===== config.mk =====
export PLATFORM = sky130hd
export DESIGN_NAME = sprite_palette_bank
export DESIGN_NICKNAME = d
export VERILOG_FILES = /design/src/rtl/sprite_palette_pkg.sv /design/src/rtl/palette_fade_ctrl.sv /design/src/rtl/sprite_palette_bank.sv
export SDC_FILE = /design/constraint.sdc
export NUM_CORES = 1
export LEC_CHECK = 0
export ABC_CLOCK_PERIOD_IN_PS = 10700
export BUFFER_PORTS_ARGS = -buffer_cell sky130_fd_sc_hd__buf_2
export CAP_MARGIN = 20
export CORE_ASPECT_RATIO = 0.7
export CORE_MARGIN = 5
export CORE_UTILIZATION = 40
export DETAILED_ROUTE_END_ITERATION = 8
export SLEW_MARGIN = 20
export SYNTH_ARGS = -nofsm -noshare
export SYNTH_HDL_FRONTEND = slang
export SYNTH_HIERARCHICAL = 1
export SYNTH_SLANG_ARGS = --single-unit

===== constraint.sdc =====
create_clock -name Clk -period 10.7 [get_ports Clk]
set_clock_uncertainty 0.15 [all_clocks]
set_input_delay 1.605 -clock Clk [delete_from_list [all_inputs] [get_ports Clk]]
set_output_delay 1.605 -clock Clk [all_outputs]
set_load 0.005 [all_outputs]

===== src/rtl/sprite_palette_pkg.sv =====
// ---------------------------------------------------------------------------
// sprite_palette_pkg
//   Shared types and constants for the sprite palette bank.
//   - rgb_t         : packed {r,g,b} colour, 4 bits per channel
//   - DEFAULT_PAL   : contents loaded into bank 0 at reset
//   - fade_state_t  : fade controller states
//   - FADE_MAX      : fade level that corresponds to full black
//   - default_entry : reset value of bank-0 entry idx (0 beyond the table)
// ---------------------------------------------------------------------------
package sprite_palette_pkg;

   localparam int PAL_CW      = 4;
   localparam int DEF_ENTRIES = 8;
   localparam int FADE_MAX    = 16;

   typedef struct packed {
      logic [PAL_CW-1:0] r;
      logic [PAL_CW-1:0] g;
      logic [PAL_CW-1:0] b;
   } rgb_t;

   typedef enum logic {
      IDLE   = 1'b0,
      FADING = 1'b1
   } fade_state_t;

   localparam rgb_t DEFAULT_PAL [DEF_ENTRIES] = '{
      12'h050, 12'hEA2, 12'h860, 12'h090,
      12'h7C0, 12'h420, 12'h000, 12'h5A0
   };

   function automatic rgb_t default_entry(input int unsigned idx);
      rgb_t e;
      e = '0;
      if (idx < DEF_ENTRIES) e = DEFAULT_PAL[idx[2:0]];
      return e;
   endfunction

endpackage


===== src/rtl/palette_fade_ctrl.sv =====
// ---------------------------------------------------------------------------
// palette_fade_ctrl
//   Frame-synchronous fade engine. Holds the fade level (0 = full colour,
//   FADE_MAX = black) and steps it by one every FADE_PERIOD frame ticks
//   toward the target selected by the last fade_start.
// Ports:
//   clk_i         system clock
//   rst_i         synchronous active-high reset
//   frame_tick_i  one-cycle pulse per frame
//   fade_start_i  pulse: (re)start a fade from the current level
//   fade_dir_i    0 = toward FADE_MAX (fade out), 1 = toward 0 (fade in)
//   level_o       current fade level, 0..FADE_MAX
//   state_o       FSM state (IDLE / FADING)
// ---------------------------------------------------------------------------
module palette_fade_ctrl
   import sprite_palette_pkg::*;
#(
   parameter int FADE_PERIOD = 2
) (
   input  logic        clk_i,
   input  logic        rst_i,
   input  logic        frame_tick_i,
   input  logic        fade_start_i,
   input  logic        fade_dir_i,
   output logic [4:0]  level_o,
   output fade_state_t state_o
);

   localparam int TW = (FADE_PERIOD > 1) ? $clog2(FADE_PERIOD) : 1;
   localparam logic [4:0]    LVL_MAX  = 5'(FADE_MAX);
   localparam logic [TW-1:0] CNT_LAST = TW'(FADE_PERIOD - 1);

   fade_state_t   state_q, state_d;
   logic [4:0]    level_q, level_d;
   logic          dir_q, dir_d;
   logic [TW-1:0] cnt_q, cnt_d;
   logic [4:0]    run_target;
   logic [4:0]    start_target;

   always_comb begin
      state_d      = state_q;
      level_d      = level_q;
      dir_d        = dir_q;
      cnt_d        = cnt_q;
      run_target   = dir_q ? 5'd0 : LVL_MAX;
      start_target = fade_dir_i ? 5'd0 : LVL_MAX;

      // A start pulse outranks a coincident frame tick: the tick is
      // swallowed and the period counter starts over.
      if (fade_start_i) begin
         dir_d = fade_dir_i;
         cnt_d = '0;
         if (level_q == start_target) begin
            state_d = IDLE;
         end else begin
            state_d = FADING;
         end
      end else if ((state_q == FADING) && frame_tick_i) begin
         if (cnt_q == CNT_LAST) begin
            cnt_d   = '0;
            level_d = dir_q ? (level_q - 5'd1) : (level_q + 5'd1);
            if (level_d == run_target) state_d = IDLE;
         end else begin
            cnt_d = cnt_q + TW'(1);
         end
      end
   end

   always_ff @(posedge clk_i) begin
      if (rst_i) begin
         state_q <= IDLE;
         level_q <= '0;
         dir_q   <= 1'b0;
         cnt_q   <= '0;
      end else begin
         state_q <= state_d;
         level_q <= level_d;
         dir_q   <= dir_d;
         cnt_q   <= cnt_d;
      end
   end

   assign level_o = level_q;
   assign state_o = state_q;

endmodule


===== src/rtl/sprite_palette_bank.sv =====
// ---------------------------------------------------------------------------
// sprite_palette_bank
//   Runtime-writable multi-bank colour palette with a 2-stage lookup
//   pipeline, per-bank colour cycling and a frame-synchronous fade.
// Ports:
//   Clk, Reset                   clock, synchronous active-high reset
//   rd_valid/rd_bank/rd_index    lookup request
//   out_valid                    rd_valid delayed by 2 cycles
//   out_red/green/blue           faded colour (held while out_valid=0)
//   out_transparent              delayed rd_index==0 flag (never faded)
//   wr_en/wr_bank/wr_index/wr_rgb  palette write, {r,g,b}
//   frame_tick                   one pulse per frame
//   cyc_en/cyc_bank/cyc_lo/cyc_hi  colour-cycle control, inclusive range
//   fade_start/fade_dir          fade control; fade_busy while fading
// Handshake: a request is accepted on every edge where rd_valid=1 (no
//   back-pressure); its result appears with out_valid=1 exactly two edges
//   later. Reset drops every request still in the pipeline.
// ---------------------------------------------------------------------------
module sprite_palette_bank
   import sprite_palette_pkg::*;
#(
   parameter  int BANKS       = 4,
   parameter  int ENTRIES     = 8,
   parameter  int CW          = 4,
   parameter  int CYC_PERIOD  = 8,
   parameter  int FADE_PERIOD = 2,
   localparam int BW          = $clog2(BANKS),
   localparam int IW          = $clog2(ENTRIES)
) (
   input  logic            Clk,
   input  logic            Reset,
   input  logic            rd_valid,
   input  logic [BW-1:0]   rd_bank,
   input  logic [IW-1:0]   rd_index,
   output logic            out_valid,
   output logic [CW-1:0]   out_red,
   output logic [CW-1:0]   out_green,
   output logic [CW-1:0]   out_blue,
   output logic            out_transparent,
   input  logic            wr_en,
   input  logic [BW-1:0]   wr_bank,
   input  logic [IW-1:0]   wr_index,
   input  logic [3*CW-1:0] wr_rgb,
   input  logic            frame_tick,
   input  logic            cyc_en,
   input  logic [BW-1:0]   cyc_bank,
   input  logic [IW-1:0]   cyc_lo,
   input  logic [IW-1:0]   cyc_hi,
   input  logic            fade_start,
   input  logic            fade_dir,
   output logic            fade_busy
);

   localparam int CTW = (CYC_PERIOD > 1) ? $clog2(CYC_PERIOD) : 1;
   localparam logic [CTW-1:0] CYC_LAST = CTW'(CYC_PERIOD - 1);

   // ---------------- palette storage ----------------
   logic [3*CW-1:0] pal_q [BANKS][ENTRIES];

   always_ff @(posedge Clk) begin
      if (Reset) begin
         for (int b = 0; b < BANKS; b++) begin
            for (int e = 0; e < ENTRIES; e++) begin
               pal_q[b][e] <= (b == 0) ? default_entry(e) : '0;
            end
         end
      end else if (wr_en) begin
         pal_q[wr_bank][wr_index] <= wr_rgb;
      end
   end

   // ---------------- colour cycling ----------------
   logic [IW-1:0]  cyc_off_q, cyc_off_d;
   logic [CTW-1:0] cyc_cnt_q, cyc_cnt_d;
   logic [IW:0]    cyc_len;
   logic           cyc_range_ok;
   logic [IW:0]    off_base;
   logic [IW:0]    off_next;

   assign cyc_len      = {1'b0, cyc_hi} - {1'b0, cyc_lo} + (IW+1)'(1);
   assign cyc_range_ok = (cyc_lo < cyc_hi);

   always_comb begin
      cyc_off_d = cyc_off_q;
      cyc_cnt_d = cyc_cnt_q;
      off_base  = '0;
      off_next  = '0;
      if (!cyc_en) begin
         cyc_off_d = '0;
         cyc_cnt_d = '0;
      end else if (frame_tick) begin
         if (cyc_cnt_q == CYC_LAST) begin
            cyc_cnt_d = '0;
            if (!cyc_range_ok) begin
               cyc_off_d = '0;
            end else begin
               // An offset left over from a wider range restarts at 0.
               off_base = ({1'b0, cyc_off_q} >= cyc_len) ? '0 : {1'b0, cyc_off_q};
               off_next = off_base + (IW+1)'(1);
               if (off_next >= cyc_len) off_next = '0;
               cyc_off_d = IW'(off_next);
            end
         end else begin
            cyc_cnt_d = cyc_cnt_q + CTW'(1);
         end
      end
   end

   always_ff @(posedge Clk) begin
      if (Reset) begin
         cyc_off_q <= '0;
         cyc_cnt_q <= '0;
      end else begin
         cyc_off_q <= cyc_off_d;
         cyc_cnt_q <= cyc_cnt_d;
      end
   end

   // ---------------- S1: index remap and array read ----------------
   logic [IW-1:0] eidx;
   logic [IW:0]   rel;
   logic [IW:0]   rot_sum;

   always_comb begin
      eidx    = rd_index;
      rel     = '0;
      rot_sum = '0;
      if (cyc_en && (rd_bank == cyc_bank) && cyc_range_ok &&
          (rd_index >= cyc_lo) && (rd_index <= cyc_hi)) begin
         rel     = {1'b0, rd_index} - {1'b0, cyc_lo};
         rot_sum = rel + {1'b0, cyc_off_q};
         eidx    = cyc_lo + IW'(rot_sum % cyc_len);
      end
   end

   logic            s1_valid_q;
   logic [3*CW-1:0] s1_rgb_q;
   logic            s1_transp_q;

   // The array is sampled before this edge's write lands, so a read and
   // write to the same address in one cycle returns the old colour.
   always_ff @(posedge Clk) begin
      if (Reset) begin
         s1_valid_q  <= 1'b0;
         s1_rgb_q    <= '0;
         s1_transp_q <= 1'b0;
      end else begin
         s1_valid_q <= rd_valid;
         if (rd_valid) begin
            s1_rgb_q    <= pal_q[rd_bank][eidx];
            s1_transp_q <= (rd_index == '0);
         end
      end
   end

   // ---------------- fade controller ----------------
   logic [4:0]  fade_level;
   fade_state_t fade_state;

   palette_fade_ctrl #(
      .FADE_PERIOD (FADE_PERIOD)
   ) u_fade (
      .clk_i        (Clk),
      .rst_i        (Reset),
      .frame_tick_i (frame_tick),
      .fade_start_i (fade_start),
      .fade_dir_i   (fade_dir),
      .level_o      (fade_level),
      .state_o      (fade_state)
   );

   assign fade_busy = (fade_state == FADING);

   // ---------------- S2: fade scaling and output ----------------
   logic [4:0] fade_scale;
   assign fade_scale = 5'(FADE_MAX) - fade_level;

   // (c * scale) >> 4 in a CW+5 bit product; scale=16 is identity, 0 is black.
   function automatic logic [CW-1:0] fade_ch(input logic [CW-1:0] c,
                                             input logic [4:0]    scale);
      return CW'(({5'b0, c} * {{CW{1'b0}}, scale}) >> 4);
   endfunction

   logic          out_valid_q;
   logic [CW-1:0] out_r_q, out_g_q, out_b_q;
   logic          out_transp_q;

   always_ff @(posedge Clk) begin
      if (Reset) begin
         out_valid_q  <= 1'b0;
         out_r_q      <= '0;
         out_g_q      <= '0;
         out_b_q      <= '0;
         out_transp_q <= 1'b0;
      end else begin
         out_valid_q <= s1_valid_q;
         if (s1_valid_q) begin
            out_r_q      <= fade_ch(s1_rgb_q[3*CW-1:2*CW], fade_scale);
            out_g_q      <= fade_ch(s1_rgb_q[2*CW-1:CW],   fade_scale);
            out_b_q      <= fade_ch(s1_rgb_q[CW-1:0],      fade_scale);
            out_transp_q <= s1_transp_q;
         end
      end
   end

   assign out_valid       = out_valid_q;
   assign out_red         = out_r_q;
   assign out_green       = out_g_q;
   assign out_blue        = out_b_q;
   assign out_transparent = out_transp_q;

endmodule


==> results of run 1 <==
==> through the flow <==
| step | cell area (um^2) | total power (W) |
|---|---|---|
| 4_1_cts | 24300 | 0.00400 |
| 5_1_grt | 24300 | 0.00413 |
| 3_3_place_gp | 22900 | 0.00247 |
| 2_1_floorplan | 22100 | 0.00230 |
| 3_5_place_dp | 22900 | 0.00247 |
| 6_report | 24300 | 0.00398 |
==> report_power, final <==
| group | switching (W) | internal, W | total [W] | leakage [nW] |
|---|---|---|---|---|
| clock network | 0.000663 | 0.000869 | 0.00153 | 0.681 |
| registers | 0.0000440 | 0.00190 | 0.00194 | 4.01 |
| logic | 0.000325 | 0.000182 | 0.000507 | 4.55 |
==> cell families (layout without fill, tap and decap cells) <==
logic type	Yosys count	in the layout	share of synthesized area [%]
xor+xnor	40	40	1.74
fa+ha+maj	92	92	5.99
compound gates	137	137	4.78
simple gates	767	767	19.1
flops	426	426	56.0
mux	129	129	8.72
buf+inv	194	214	3.68
==> how the worst max path moves through the flow <==
| stage | start | endpoint | slack (ns) | cells past startpoint |
|---|---|---|---|---|
| 6_report | rd_index[1] | s1_rgb_q[4] | 1.31 | 33 |
| 5_1_grt | rd_index[1] | s1_rgb_q[4] | 0.82 | 33 |
| 4_1_cts | rd_index[1] | s1_rgb_q[4] | 1.43 | 33 |
| 3_5_place_dp | rd_index[1] | s1_rgb_q[4] | 0.84 | 33 |
| 3_3_place_gp | rd_index[1] | s1_rgb_q[10] | 0.87 | 29 |
| 2_1_floorplan | rd_index[1] | s1_rgb_q[1] | 2.34 | 29 |
==> registers in the layout (all words and copies together), names as in the netlist, 3 cells and up <==
register        cells
u_fade/level_o      5
cyc_cnt_q           3
out_red             4
s1_rgb_q           12
out_blue            4
pal_q             384
cyc_off_q           3
out_green           4
==> cell usage after synthesis (all sizes together), types with 15 or more instances <==
library cell  instances
or3                  24
mux2i                77
mux4                 50
or2                  34
edfxtp              384
nand3                49
xnor2                25
fa                   23
inv                  60
nor2                 72
xor2                 15
ha                   69
dfxtp                42
and2                384
clkbuf              102
buf                  31
a32oi                34
a21oi                27
nand2               156
==> cell type report <==
type	count	area [um^2]	share of cell area (%)
clock buffer	53	1160	4.75
clock inverter	24	239	0.982
inverter	61	229	0.941
multi-input combinational	1165	8940	36.7
sequential	426	12400	50.8
tap	740	926	3.81
timing repair buffer	76	470	1.93
==> metal layers <==
metal / share of wire [%] / routed length [um] / vias to the layer above / GRT usage, %
met1: 46 / 27900 / 6981 / 29.5
met3: 10 / 6290 / 81 / 6.93
met5: 0.023 / 14 / - / 0
met4: 1.7 / 1040 / 2 / 3.85
li1: - / - / 6310 / -
met2: 42 / 25300 / 503 / 29.2
==> critical path, delay by kind of cell <==
kind / cells / cell delay [ns]
AND/OR/NAND/NOR: 7 / 1.83
adder cells (fa/ha/maj): 7 / 2.37
buffers and inverters: 6 / 0.88
XOR/XNOR: 1 / 0.17
AO/OA/AOI/OAI: 12 / 2.83
==> flow_summary.json, run 1 <==
{
  "status": "complete, no violations",
  "final_util_pct": 44.3,
  "synth_area_leaders": "edfxtp_1, and2_1, mux4_2",
  "die-area_um2": 60100,
  "min-delay-start": "out_green[0]",
  "cts_setup_buffers": 0,
  "slowest_delay_ns": 0.62,
  "antenna_found_initial": 3,
  "critPathSlowestCell": "or4b_2",
  "drive_above_1_share_pct": 13.1,
  "p_per_area_nw_per_um2": 164,
  "clk_pin_slew_ns": 0.07,
  "syn_area_per_cell_um2": 12.4,
  "synth_edf_count": 384,
  "finalSetupTns_ns": 0,
  "gr-total-overflow": 0,
  "synth.distinct_cells": 73,
  "async_reset_ff_share_pct": 0,
  "nFillCells": 5048,
  "r2r_end": "s1_rgb_q[4]",
  "timing.critical_path.mode_cell": "a21oi_1",
  "drc": 0,
  "drv_slew": 0,
  "num_rows": 72,
  "hold_buffers": 0,
  "numCtsBuffers": 44,
  "fin_cells": 2545,
  "clk_latency_ns": 0.57,
  "syn-cell-area_um2": 22100,
  "ctsHtreeMaxLevel": 2,
  "relSlewSlack_pct": 29.9,
  "fin_crit_ns": 9.39,
  "coreArea_um2": 55000,
  "worst_slew_pin_slew_ns": 1.04,
  "whs_path_depth": 2,
  "cts.root.buffer_cell": "clkbuf_16",
  "cts_resized": 0,
  "setup_violations": 0,
  "grt_max_degree": 61,
  "post-synth-top-area-cell": "edfxtp_1",
  "grt_use_total_pct": 20.1,
  "timing.final.crit_share_pct": 87.8,
  "ant_nets": 0,
  "grt_pass1_vias": 13900,
  "grt_pass1_wl_um": 90900,
  "detailed_place_hpwl_um": 39900,
  "cp_data_required_time_ns": 11.03,
  "finalWeightedCongestion": 0.880,
  "peakVddDrop_v": 0.0000995,
  "routed_wl_um": 60600,
  "detail_route.wl_per_cell_um": 23.8,
  "syn2layout_area_growth_pct": 10.1,
  "diodes": 0,
  "r2r_cells": 32,
  "worstSetupPathType": "in2reg",
  "drv_cap": 0,
  "vias": 13900,
  "timing.hold.ws_ns": 0.337,
  "clock_sinks": 426,
  "yosysWarningCount": 6,
  "die_w_um": 291,
  "critPathCaptureType": "flop",
  "worstSetupStartpointType": "input port",
  "drt-initial-drc-count": 1542,
  "dpl_worst_slack_ns": 0.841,
  "crit_arrival_ns": 9.72,
  "netlist.area_leader.share_pct": 52.2,
  "drt_first_pass_iters": 5,
  "hp-class": "reg2reg",
  "layout_common_cells": "and2_1, edfxtp_1, nand2_1, mux2i_1, nor2_1",
  "cp_max_fo": 35,
  "rsz0062_at_grt": "false",
  "worst_slack_ns": 1.31,
  "fin_nets": 1904,
  "synth-seq-cells": 426,
  "p_leak_nw": 9.24,
  "avgViaCountPerCell": 5.45,
  "r2r_slack_ns": 2.14,
  "pin_count": 53,
  "seq_area_frac_synth_pct": 56.0,
  "cts_tree": "yes",
  "final_hold_viol_count": 0,
  "port_buffers": 52,
  "max_freq_mhz": 106,
  "reg2reg_from": "cyc_off_q[1]",
  "syn_nets": 1915,
  "start_util_pct": 40.2,
  "dp.cells": 2468,
  "worstHoldEndpoint": "out_green[0]",
  "synthCells": 1785,
  "synth-main-ff-cell": "edfxtp_1",
  "clock_path_buffers": 3,
  "die_h_um": 207
}
Power figures use the tool's default switching activity.
==> run 2: changes to the inputs <==
--- a/config.mk
+++ b/config.mk
@@ -10,8 +10,10 @@
 export CAP_MARGIN = 20
 export CORE_ASPECT_RATIO = 0.7
 export CORE_MARGIN = 5
-export CORE_UTILIZATION = 40
+export CORE_UTILIZATION = 50
 export DETAILED_ROUTE_END_ITERATION = 8
+export GPL_ROUTABILITY_DRIVEN = 0
+export PLACE_DENSITY = 0.66
 export SLEW_MARGIN = 20
 export SYNTH_ARGS = -nofsm -noshare
 export SYNTH_HDL_FRONTEND = slang
==> run 2 against run 1 <==
  * Routed wire length fell by 5.8%
  * Global-route usage is 3.6 points higher
  * Via count grew 0.38%
  * Die area down 19%
  * Combinational power shrank 4%
  * Clock power fell by 8%
  * Design area fell by 1.3%
  * First-iteration DRC count up 1.9%
  * Clock-buffer cell count up 2
  * Non-clock buffer count increased by 2
  * Final cell count down 5.8%
==> flow_summary.json, run 2 (synthesis results as in run 1) <==
{
  "r2r_cells": 28,
  "clock_path_buffers": 3,
  "drt-initial-drc-count": 1571,
  "cts_tree": "yes",
  "coreArea_um2": 43700,
  "max_freq_mhz": 105,
  "avgViaCountPerCell": 5.81,
  "ant_nets": 0,
  "p_per_area_nw_per_um2": 160,
  "worst_slew_pin_slew_ns": 1.13,
  "p_leak_nw": 9.18,
  "worstSetupStartpointType": "input port",
  "drt_first_pass_iters": 5,
  "drv_slew": 0,
  "switchingPower_w": 0.000980,
  "detailed_place_hpwl_um": 37700,
  "finalSetupTns_ns": 0,
  "worstHoldEndpoint": "out_blue[1]",
  "reg2reg_from": "cyc_off_q[1]",
  "peakVddDrop_v": 0.000153,
  "clk_pin_slew_ns": 0.06,
  "diodes": 0,
  "seq_power_share_pct": 50.6,
  "grt_use_total_pct": 23.6,
  "fin_nets": 1904,
  "drc": 0,
  "layout_common_cells": "and2_1, edfxtp_1, nand2_1, mux2i_1, nor2_1",
  "netSwitchingFraction_pct": 25.5,
  "min-delay-start": "out_blue[1]",
  "drv_cap": 0,
  "cts.root.buffer_cell": "clkbuf_16",
  "cp_data_required_time_ns": 10.97,
  "whs_path_depth": 2,
  "critPathSlowestCell": "nor3_1",
  "multi_input_area_um2": 8940,
  "cts_setup_buffers": 0,
  "r2r_end": "s1_rgb_q[2]",
  "comb_power_share_pct": 12.7,
  "routed_wl_um": 57100,
  "grt_pass1_wl_um": 86500,
  "nFillCells": 3625,
  "die_h_um": 186,
  "critPathBufInv": 3,
  "antenna_found_initial": 0,
  "syn2layout_area_growth_pct": 8.68,
  "start_util_pct": 50.6,
  "worstSetupPathType": "in2reg",
  "clock_sinks": 426,
  "crit_family": "adder cells",
  "die-area_um2": 48600,
  "internal_power_w": 0.00287,
  "vias": 13900,
  "largest-register": "pal_q",
  "die_w_um": 261,
  "relSlewSlack_pct": 24.1,
  "timing.final.crit_share_pct": 88.8,
  "crit_arrival_ns": 9.77,
  "hold_buffers": 0,
  "clk_latency_ns": 0.55,
  "status": "complete, no violations",
  "cp_max_fo": 29,
  "final_hold_viol_count": 0,
  "hp-class": "reg2reg",
  "grt_max_degree": 52,
  "cts_resized": 0,
  "drive_above_1_share_pct": 13.0,
  "regArea_um2": 12400,
  "numCtsBuffers": 42,
  "detail_route.wl_per_cell_um": 23.8,
  "num_rows": 64,
  "r2r_slack_ns": 2.05,
  "fin_crit_ns": 9.50,
  "timing.critical_path.mode_cell": "a21oi_1",
  "grt_pass1_vias": 13400,
  "total_power_w": 0.00385,
  "setup_violations": 0,
  "gr-total-overflow": 0,
  "largest_register_ffs": 384,
  "critPathCaptureType": "flop",
  "slowest_delay_ns": 0.91,
  "port_buffers": 52,
  "pin_count": 53,
  "rsz0062_at_grt": "false",
  "clkPwrFrac_pct": 36.7,
  "ctsHtreeMaxLevel": 2
}
-- run 2: per-layer routing --
| metal | track usage (%) | wire [um] |
|---|---|---|
| met1 | 36.9 | 26400 |
| met2 | 34.1 | 23900 |
| met3 | 5.79 | 5780 |
| met4 | 4.39 | 960 |
| met5 | 0 | 0 |
-- run 2: tightest hold or removal path, stage by stage, from the launching register on --
cell and delay [ns]:
dfxtp_1 0.32, mux2i_1 0.06, nor2_1 0.07
-- run 2: metrics by stage --
step           setup slack [ns]  util (%)  instance area [um^2]  cells  hold WS, ns
6_report                   1.20      54.9                 24000   2398        0.342
5_1_grt                   0.719      54.9                 24000   2398        0.360
4_1_cts                    1.36      54.9                 24000   2398        0.349
3_5_place_dp              0.832      52.0                 22800   2324        0.334
3_3_place_gp               1.07      52.0                 22800   2324        0.316
2_1_floorplan              2.34         -                 22100   1785        0.307
-- run 2: area by class of cell --
class	count	share of cell area (%)
sequential	426	51.5
timing repair buffer	78	1.96
multi-input combinational	1165	37.2
clock buffer	55	4.71
clock inverter	19	0.573
tap	594	3.09
inverter	61	0.953
-- run 2: how the worst max path moves through the flow --
stage	startpoint	end	slack, ns	depth (start not counted)
floorplan	rd_index[1]	s1_rgb_q[1]	2.34	29
global placement	rd_index[1]	s1_rgb_q[0]	1.07	32
detailed placement	rd_index[1]	s1_rgb_q[2]	0.83	29
CTS	rd_index[1]	s1_rgb_q[2]	1.36	29
global route	rd_index[1]	s1_rgb_q[10]	0.72	32
finish	rd_index[1]	s1_rgb_q[2]	1.20	29
-- run 2: power groups by stage --
stage	clock [W]	sequential [W]	combinational, W
after floorplan	0	0.00195	0.000348
after global placement	0	0.00198	0.000475
after detailed placement	0	0.00198	0.000484
after CTS	0.00143	0.00194	0.000486
after global routing	0.00150	0.00195	0.000538
final	0.00141	0.00195	0.000488
==> run 3: changes to the inputs <==
--- a/config.mk
+++ b/config.mk
@@ -6,7 +6,7 @@
 export NUM_CORES = 1
 export LEC_CHECK = 0
 export ABC_CLOCK_PERIOD_IN_PS = 10700
-export BUFFER_PORTS_ARGS = -buffer_cell sky130_fd_sc_hd__buf_2
+export BUFFER_PORTS_ARGS = -buffer_cell sky130_fd_sc_hd__buf_4
 export CAP_MARGIN = 20
 export CORE_ASPECT_RATIO = 0.7
 export CORE_MARGIN = 5
==> run 3 against run 2 <==
  * Clock power grew 9.9%
  * Non-clock buffer count down 6
  * Highest routed layer is now met5
  * Maximum frequency up 0.57%
  * Setup slack better by 0.054 ns
==> flow_summary.json, run 3 (synthesis results as in run 1) <==
{
  "die_w_um": 261,
  "switchingPower_w": 0.00103,
  "die-area_um2": 48600,
  "timing.final.crit_share_pct": 88.3,
  "use_met3_pct": 8.33,
  "seq_power_share_pct": 48.7,
  "use_met2_pct": 35.9,
  "drv_slew": 0,
  "p_leak_nw": 9.24,
  "gr-max-usage-layer": "met2",
  "status": "complete, no violations",
  "cts_resized": 0,
  "comb_power_share_pct": 12.5,
  "ant_nets": 0,
  "netSwitchingFraction_pct": 25.7,
  "p_per_area_nw_per_um2": 165,
  "internal_power_w": 0.00297,
  "rsz0062_at_grt": "false",
  "vias": 14200,
  "cp_max_fo": 39,
  "max_freq_mhz": 106,
  "detail_route.wl_per_cell_um": 25.1,
  "fin_nets": 1898,
  "worstSetupStartpointType": "input port",
  "worst_slew_pin_slew_ns": 0.989,
  "dp.cells": 2318,
  "timing.hold.ws_ns": 0.345,
  "clkPwrFrac_pct": 38.8,
  "grt_pass1_wl_um": 89100,
  "clock_sinks": 426,
  "worstSetupPathType": "in2reg",
  "num_rows": 64,
  "antenna_found_initial": 2,
  "setup_violations": 0,
  "clk_pin_slew_ns": 0.07,
  "coreArea_um2": 43700,
  "grt_pass1_vias": 14000,
  "grt_max_degree": 46,
  "drt-initial-drc-count": 1652,
  "drt_first_pass_iters": 6,
  "cp_data_required_time_ns": 11.02,
  "peakVddDrop_v": 0.000146,
  "drive_above_1_share_pct": 13.4,
  "clk_latency_ns": 0.56,
  "critPathCaptureType": "flop",
  "port_buffers": 52,
  "pin_count": 53,
  "critPathSlowestCell": "or4b_2",
  "final_hold_viol_count": 0,
  "cts_tree": "yes",
  "layout_common_cells": "and2_1, edfxtp_1, nand2_1, mux2i_1",
  "timing.critical_path.mode_cell": "a21oi_1",
  "gr-total-overflow": 0,
  "routed_wl_um": 60100,
  "numCtsBuffers": 42,
  "avgViaCountPerCell": 5.94,
  "largest-register": "pal_q",
  "fin_cells": 2396,
  "largest_register_ffs": 384,
  "crit_family": "compound AO/OA/AOI/OAI gates",
  "clock_path_buffers": 3,
  "relSlewSlack_pct": 33.6,
  "critPathBufInv": 5,
  "drc": 0,
  "drv_cap": 0,
  "syn2layout_area_growth_pct": 9.83,
  "finalSetupTns_ns": 0,
  "grt_use_total_pct": 24.6,
  "total_power_w": 0.00400,
  "ctsHtreeMaxLevel": 2,
  "final_util_pct": 55.5,
  "hold_buffers": 0,
  "met1_usage_pct": 35.6,
  "fin_crit_ns": 9.45,
  "cts.root.buffer_cell": "clkbuf_16",
  "crit_arrival_ns": 9.77,
  "slowest_delay_ns": 0.63,
  "cts_setup_buffers": 0,
  "start_util_pct": 50.6,
  "detailed_place_hpwl_um": 39700,
  "die_h_um": 186,
  "hp-class": "reg2reg"
}
-- run 3: cell types whose count changed in the layout (fill, tap and decap cells not counted), sizes merged --
cell      before  now
bufinv         2    6
clkinv        17   16
buf           78   72
diode          0    2
clkbuf        55   49
clkinvlp       0    5
-- run 3: layout make-up --
type | count | area, um^2
multi-input cells | 1165 | 8950
fillers | 3650 | 19400
flip-flops and latches | 426 | 12400
well taps | 594 | 743
clock inverters | 27 | 327
diodes | 2 | 5.00
clock buffers | 49 | 1100
inverters | 61 | 229
repair buffers | 72 | 553
-- run 3: worst paths after layout --
| path | slack [ns] | startpoint | end | cells past startpoint |
|---|---|---|---|---|
| worst min register to register | 0.35 | out_blue[0] | out_blue[0] | 2 |
| worst max register to register | 2.05 | cyc_off_q[1] | s1_rgb_q[2] | 31 |
| worst max-delay path | 1.25 | rd_index[1] | s1_rgb_q[2] | 32 |
| worst min-delay path | 0.35 | out_blue[0] | out_blue[0] | 2 |
-- run 3: tightest hold or removal path, cell delays in order (launching register included) --
cell and delay [ns]:
dfxtp_1 0.33, mux2i_1 0.06, nor2_1 0.07
-- run 3: metal layers --
metal | up-vias | part of all wire [%]
li1 | 6298 | -
met1 | 7108 | 43
met2 | 710 | 43
met3 | 119 | 12
met4 | 2 | 2.6
met5 | - | 0.092
-- run 3: per-stage QoR --
stage,setup slack [ns],cell area [um^2]
4_1_cts,1.28,24300
3_3_place_gp,1.03,22800
3_5_place_dp,0.716,22800
2_1_floorplan,2.34,22100
5_1_grt,0.617,24300
6_report,1.25,24300
-- run 3: power groups by stage --
stage	Clock, W	Combinational (W)	Sequential, W
floorplan	0	0.000348	0.00195
global placement	0	0.000483	0.00198
detailed placement	0	0.000492	0.00198
CTS	0.00156	0.000495	0.00195
global route	0.00163	0.000543	0.00196
finish	0.00155	0.000501	0.00195
